==> src/rtl/instruction_fetch_if.sv <==
// Fetch-stage bus bundle: instruction memory port, redirect input, and decode handshake.
// The master side is the fetch stage; the slave side is memory/decode/branch resolution.
interface instruction_fetch_if;
  logic        imem_req;
  logic [31:0] imem_addr;
  logic        imem_ack;
  logic [31:0] imem_rdata;
  logic        redirect_valid;
  logic [31:0] redirect_pc;
  logic        instr_valid;
  logic        instr_ready;
  logic [31:0] instr;
  logic [31:0] instr_pc;
  logic [6:0]  opcode;
  logic        fetch_fault;

  modport master (
    output imem_req, imem_addr, instr_valid, instr, instr_pc, opcode, fetch_fault,
    input  imem_ack, imem_rdata, redirect_valid, redirect_pc, instr_ready
  );

  modport slave (
    input  imem_req, imem_addr, instr_valid, instr, instr_pc, opcode, fetch_fault,
    output imem_ack, imem_rdata, redirect_valid, redirect_pc, instr_ready
  );
endinterface

==> src/rtl/instruction_fetch.sv <==
// Fetch stage: owns the PC, issues single-beat imem reads and hands words to decode.
// Redirects win over the decode handshake; wrong-path responses are dropped via kill_q.
module instruction_fetch #(
  parameter logic [31:0] ResetPc = 32'h0000_0000,
  parameter int unsigned PcStep  = 4
) (
  input logic               clock,
  input logic               reset,
  instruction_fetch_if.master bus
);

  localparam logic [31:0] Nop   = 32'h0000_0013;
  localparam logic [31:0] PcInc = 32'(PcStep);

  typedef enum logic [1:0] {StIdle, StReq, StHold, StFault} state_e;

  state_e      state_q;
  logic [31:0] pc_q;
  logic        kill_q;
  logic        imem_req_q;
  logic [31:0] imem_addr_q;
  logic        instr_valid_q;
  logic [31:0] instr_q;
  logic [31:0] instr_pc_q;
  logic [6:0]  opcode_q;
  logic        fetch_fault_q;

  logic redirect_misaligned;
  logic req_outstanding;

  assign redirect_misaligned = |bus.redirect_pc[1:0];
  // A request that is still open after this edge cannot be retracted.
  assign req_outstanding     = imem_req_q & ~bus.imem_ack;

  always_ff @(posedge clock or posedge reset) begin
    if (reset) begin
      state_q       <= StIdle;
      pc_q          <= ResetPc;
      kill_q        <= 1'b0;
      imem_req_q    <= 1'b0;
      imem_addr_q   <= ResetPc;
      instr_valid_q <= 1'b0;
      instr_q       <= Nop;
      instr_pc_q    <= 32'h0;
      opcode_q      <= Nop[6:0];
      fetch_fault_q <= 1'b0;
    end else if (bus.redirect_valid) begin
      pc_q <= bus.redirect_pc;
      if (redirect_misaligned) begin
        state_q       <= StFault;
        kill_q        <= 1'b0;
        imem_req_q    <= req_outstanding;
        instr_valid_q <= 1'b1;
        fetch_fault_q <= 1'b1;
        instr_q       <= Nop;
        opcode_q      <= Nop[6:0];
        instr_pc_q    <= bus.redirect_pc;
      end else begin
        state_q       <= StReq;
        instr_valid_q <= 1'b0;
        fetch_fault_q <= 1'b0;
        if (req_outstanding) begin
          kill_q <= 1'b1;
        end else begin
          kill_q      <= 1'b0;
          imem_req_q  <= 1'b1;
          imem_addr_q <= bus.redirect_pc;
        end
      end
    end else begin
      unique case (state_q)
        StIdle: begin
          state_q     <= StReq;
          imem_req_q  <= 1'b1;
          imem_addr_q <= pc_q;
        end
        StReq: begin
          if (bus.imem_ack) begin
            if (kill_q) begin
              kill_q      <= 1'b0;
              imem_addr_q <= pc_q;
            end else begin
              state_q       <= StHold;
              imem_req_q    <= 1'b0;
              instr_valid_q <= 1'b1;
              fetch_fault_q <= 1'b0;
              instr_q       <= bus.imem_rdata;
              opcode_q      <= bus.imem_rdata[6:0];
              instr_pc_q    <= pc_q;
              pc_q          <= pc_q + PcInc;
            end
          end
        end
        StHold: begin
          if (bus.instr_ready) begin
            state_q       <= StReq;
            instr_valid_q <= 1'b0;
            imem_req_q    <= 1'b1;
            imem_addr_q   <= pc_q;
          end
        end
        StFault: begin
          // Drain a request left open by the faulting redirect.
          if (bus.imem_ack) imem_req_q <= 1'b0;
        end
        default: state_q <= StIdle;
      endcase
    end
  end

  assign bus.imem_req    = imem_req_q;
  assign bus.imem_addr   = imem_addr_q;
  assign bus.instr_valid = instr_valid_q;
  assign bus.instr       = instr_q;
  assign bus.instr_pc    = instr_pc_q;
  assign bus.opcode      = opcode_q;
  assign bus.fetch_fault = fetch_fault_q;

endmodule

==> src/flat_wrapper.sv <==
// flat-port wrapper written by rule: the top's interface ports become plain ports
module instruction_fetch_flat 
#(
  parameter logic [31:0] ResetPc = 32'h0000_0000,
  parameter int unsigned PcStep  = 4
)
  (clock, reset, bus_imem_req, bus_imem_addr, bus_instr_valid, bus_instr, bus_instr_pc, bus_opcode, bus_fetch_fault, bus_imem_ack, bus_imem_rdata, bus_redirect_valid, bus_redirect_pc, bus_instr_ready);
  instruction_fetch_if bus_i ();
  input logic clock;
  input logic reset;
  output wire logic [$bits(bus_i.imem_req)-1:0] bus_imem_req;
  output wire logic [$bits(bus_i.imem_addr)-1:0] bus_imem_addr;
  output wire logic [$bits(bus_i.instr_valid)-1:0] bus_instr_valid;
  output wire logic [$bits(bus_i.instr)-1:0] bus_instr;
  output wire logic [$bits(bus_i.instr_pc)-1:0] bus_instr_pc;
  output wire logic [$bits(bus_i.opcode)-1:0] bus_opcode;
  output wire logic [$bits(bus_i.fetch_fault)-1:0] bus_fetch_fault;
  input wire logic [$bits(bus_i.imem_ack)-1:0] bus_imem_ack;
  input wire logic [$bits(bus_i.imem_rdata)-1:0] bus_imem_rdata;
  input wire logic [$bits(bus_i.redirect_valid)-1:0] bus_redirect_valid;
  input wire logic [$bits(bus_i.redirect_pc)-1:0] bus_redirect_pc;
  input wire logic [$bits(bus_i.instr_ready)-1:0] bus_instr_ready;
  assign bus_imem_req = bus_i.imem_req;
  assign bus_imem_addr = bus_i.imem_addr;
  assign bus_instr_valid = bus_i.instr_valid;
  assign bus_instr = bus_i.instr;
  assign bus_instr_pc = bus_i.instr_pc;
  assign bus_opcode = bus_i.opcode;
  assign bus_fetch_fault = bus_i.fetch_fault;
  assign bus_i.imem_ack = bus_imem_ack;
  assign bus_i.imem_rdata = bus_imem_rdata;
  assign bus_i.redirect_valid = bus_redirect_valid;
  assign bus_i.redirect_pc = bus_redirect_pc;
  assign bus_i.instr_ready = bus_instr_ready;
  instruction_fetch #(.ResetPc(ResetPc), .PcStep(PcStep)) u_core (.clock(clock), .reset(reset), .bus(bus_i));
endmodule
==> config.mk <==
export PLATFORM = sky130hd
export DESIGN_NAME = instruction_fetch_flat
export DESIGN_NICKNAME = d
export VERILOG_FILES = /design/src/rtl/instruction_fetch_if.sv /design/src/rtl/instruction_fetch.sv /design/src/flat_wrapper.sv
export SDC_FILE = /design/constraint.sdc
export NUM_CORES = 1
export LEC_CHECK = 0
export ABC_AREA = 1
export CORE_UTILIZATION = 53
export DETAILED_ROUTE_END_ITERATION = 10
export GPL_ROUTABILITY_DRIVEN = 0
export GPL_TIMING_DRIVEN = 0
export PLACE_DENSITY = 0.86
export SYNTH_ARGS = -nofsm -noshare
export SYNTH_HDL_FRONTEND = slang
export SYNTH_SLANG_ARGS = --single-unit
==> constraint.sdc <==
create_clock -name clock -period 8.6 [get_ports clock]
set_clock_uncertainty 0.15 [all_clocks]
set_input_delay 2.58 -clock clock [delete_from_list [all_inputs] [get_ports clock]]
set_output_delay 2.58 -clock clock [all_outputs]
set_load 0.03 [all_outputs]
==> impl_metrics.env <==
export IMPL_path_delay_family="buffers and inverters"
export IMPL_syn_inst=884
export IMPL_power_leakage_nw=4.57
export IMPL_grt_max_degree=88
export IMPL_cts_buffer_depth=2
export IMPL_finalPower_mw=2.25
export IMPL_num_rows=40
export IMPL_worstMarginPinSlew_ns=0.713
export IMPL_start_kind="register"
export IMPL_cts_setup_buffers=0
export IMPL_ys_warn_count=0
export IMPL_synth_top_flop_cell="dfrtp_1"
export IMPL_dp_hpwl_mm=14.3
export IMPL_synth_fp_nets=954
export IMPL_numCtsBuffers=17
export IMPL_clock_latency_ns=0.42
export IMPL_slowest_delay_ns=0.67
export IMPL_crit_path_end_kind="primary output"
export IMPL_coreArea_mm2=0.0123
export IMPL_area_growth_pct=37.2
export IMPL_drt_iter0_markers=582
export IMPL_synth_edf_count=0
export IMPL_cts_resized=0
export IMPL_synth_avg_cell_area_um2=7.68
export IMPL_drive_gt1_frac=0.0926
export IMPL_yosysSeqAreaShare=0.495
export IMPL_slowest_stage="clkdlybuf4s50_1"
export IMPL_grt_pass1_wl_mm=31.7
export IMPL_viasPerCell=5.27
export IMPL_htree_levels=4
export IMPL_post_place_ws_ns=3.84
export IMPL_ant_nets=0
export IMPL_critPathArrivalTime_ns=1.73
export IMPL_setup_viol=0
export IMPL_powerDensity_mw_per_mm2=242
export IMPL_status="finished clean"
export IMPL_fp_dieW_um=115
export IMPL_clk_pin_slew_ns=0.05
export IMPL_fillers=900
export IMPL_cts_root_buf="clkbuf_16"
export IMPL_drtPass1Iterations=5
export IMPL_finalHoldViolCount=0
export IMPL_postCtsHoldBufs=0
export IMPL_track_usage=0.314
export IMPL_wl_per_cell_um=15.7
export IMPL_rsz0062_at_grt="no"
export IMPL_die_h_um=115
export IMPL_hold_ws_ns=0.326
export IMPL_cts_tree="built"
export IMPL_start_util=0.554
export IMPL_ios=175
export IMPL_via_count=6629
export IMPL_route_final_wire_length_mm=19.7
export IMPL_synth_distinct_cells=32
export IMPL_hp_class="register to register"
export IMPL_synth_area_leader_cell="dfrtp_1"
export IMPL_remaining_drc_errors=0
export IMPL_fin_tns_setup_ns=0
export IMPL_ys_ff_latch=134
export IMPL_cp_max_fo=3
export IMPL_async_flop_share=1.00
export IMPL_critical_path_class="register to primary output"
export IMPL_cap_violations=0
export IMPL_drv_slew=0
export IMPL_ir_drop_mv=0.128
export IMPL_setup_slack_ns=4.14
export IMPL_path_buf_inv=2
export IMPL_netlist_area_mm2=0.00679
export IMPL_period_minus_slack_ns=4.46
export IMPL_antenna_found_initial=0
export IMPL_clkSinkCount=134
export IMPL_synth_top_area_share=0.483
export IMPL_worstPathCellList="buf_4, clkdlybuf4s50_1"
export IMPL_crit_required_ns=5.87
export IMPL_seq_area_mm2=0.00336
export IMPL_timing_fmax_mhz=224
export IMPL_fin_crit_sh=0.518
export IMPL_diodes=0
export IMPL_gr_total_overflow=0
export IMPL_grt_pass1_vias=6451
export IMPL_port_buffers=174
export IMPL_max_slew_margin=0.523
export IMPL_ys_top_cells_by_area="dfrtp_1 48%, nand2_1 18%, inv_1 5.5%, nor2_1 5.3%, a22o_1 3.7%"
export IMPL_die_area_mm2=0.0133
export IMPL_fin_nets=1148
export IMPL_multi_input_area_mm2=0.00278
## cell usage after synthesis, drive strengths merged (2+ instances only)
master and instances:
a21oi 17, a22o 29, and2 2, buf 35
clkbuf 8, dfrtp 131, dfstp 3, inv 102
nand2 333, nand3 34, nand4 3, nor2 96
o21ai 79, o21bai 2
## layout make-up
class,count,area share
Sequential cell,134,0.361
Clock buffer,29,0.0559
Multi-Input combinational cell,605,0.298
Buffer,43,0.0292
Clock inverter,3,0.00188
Timing Repair Buffer,175,0.190
Inverter,102,0.0417
Tap cell,168,0.0226
## path summary, 6_finish.rpt
check	from	to	slack [ns]	cells after the start
worst max register to register	u_core.state_q[1]	u_core.bus.instr_pc[4]	6.52	10
worst max-delay path	u_core.bus.opcode[1]	bus_opcode[1]	4.14	2
worst min-delay path	u_core.bus.instr_pc[24]	u_core.bus.instr_pc[24]	0.33	2
max in group asynchronous	reset	u_core.bus.opcode[0]	5.09	3
min in group asynchronous	reset	u_core.bus.imem_addr[27]	2.42	2
worst min register to register	u_core.bus.instr_pc[24]	u_core.bus.instr_pc[24]	0.33	2
## flip-flops by register name, indices dropped and copies added (netlist names)
| name | flops |
|---|---|
| u_core.bus.imem_req | 1 |
| u_core.bus.fetch_fault | 1 |
| u_core.kill_q | 1 |
| u_core.bus.imem_addr | 32 |
| u_core.bus.instr_valid | 1 |
| u_core.bus.opcode | 6 |
| u_core.bus.instr_pc | 32 |
| u_core.pc_q | 32 |
| u_core.bus.instr | 26 |
| u_core.state_q | 2 |
## logic make-up after synthesis
logic type                 Yosys count  synth area share
and+or+nand+nor                    470             0.272
adders and majority gates            1           0.00184
buffers and inverters              145            0.0964
DFF                                134             0.495
muxes                                1           0.00166
AOI/OAI and AO/OA                  132             0.132
xor gates and xnor gates             1           0.00129
## per-layer routing
layer | global-route usage | part of all wire | up-vias
met1 | 0.410 | 0.41 | 3121
met2 | 0.503 | 0.47 | 315
met4 | 0.148 | 0.028 | 0
met3 | 0.0680 | 0.086 | 47
li1 | - | - | 3146
met5 | 0 | 0 | -
## worst min-delay path: cells and delay by family (launching register included)
family / cells / cell delay, ns
DFF: 1 / 0.34
and+or+nand+nor: 2 / 0.10
## report_power, final
group,internal [mW],switching [mW],leakage (nW)
clock network,0.406,0.253,0.262
registers,0.749,0.0812,1.66
logic,0.301,0.463,2.65
## per-stage QoR
stage	util	instance area (um^2)	std cells
floorplan	-	6790	884
global placement	0.713	8740	1226
detailed placement	0.715	8770	1227
CTS	0.759	9310	1259
global route	0.759	9310	1259
finish	0.759	9310	1259
## cell usage in the layout (no fill, tap or decap), drive strengths merged, types with 2 or more instances in the layout
master         synthesis  routed
a21oi                 17      17
a22o                  29      29
and2                   2       2
buf                   35      36
clkbuf                 8      37
clkdlybuf4s50          0     174
clkinv                 0       2
dfrtp                131     131
dfstp                  3       3
inv                  102     102
nand2                333     333
nand3                 34      34
nand4                  3       3
nor2                  96      96
o21ai                 79      79
o21bai                 2       2
(Power assumes the default switching activity.)
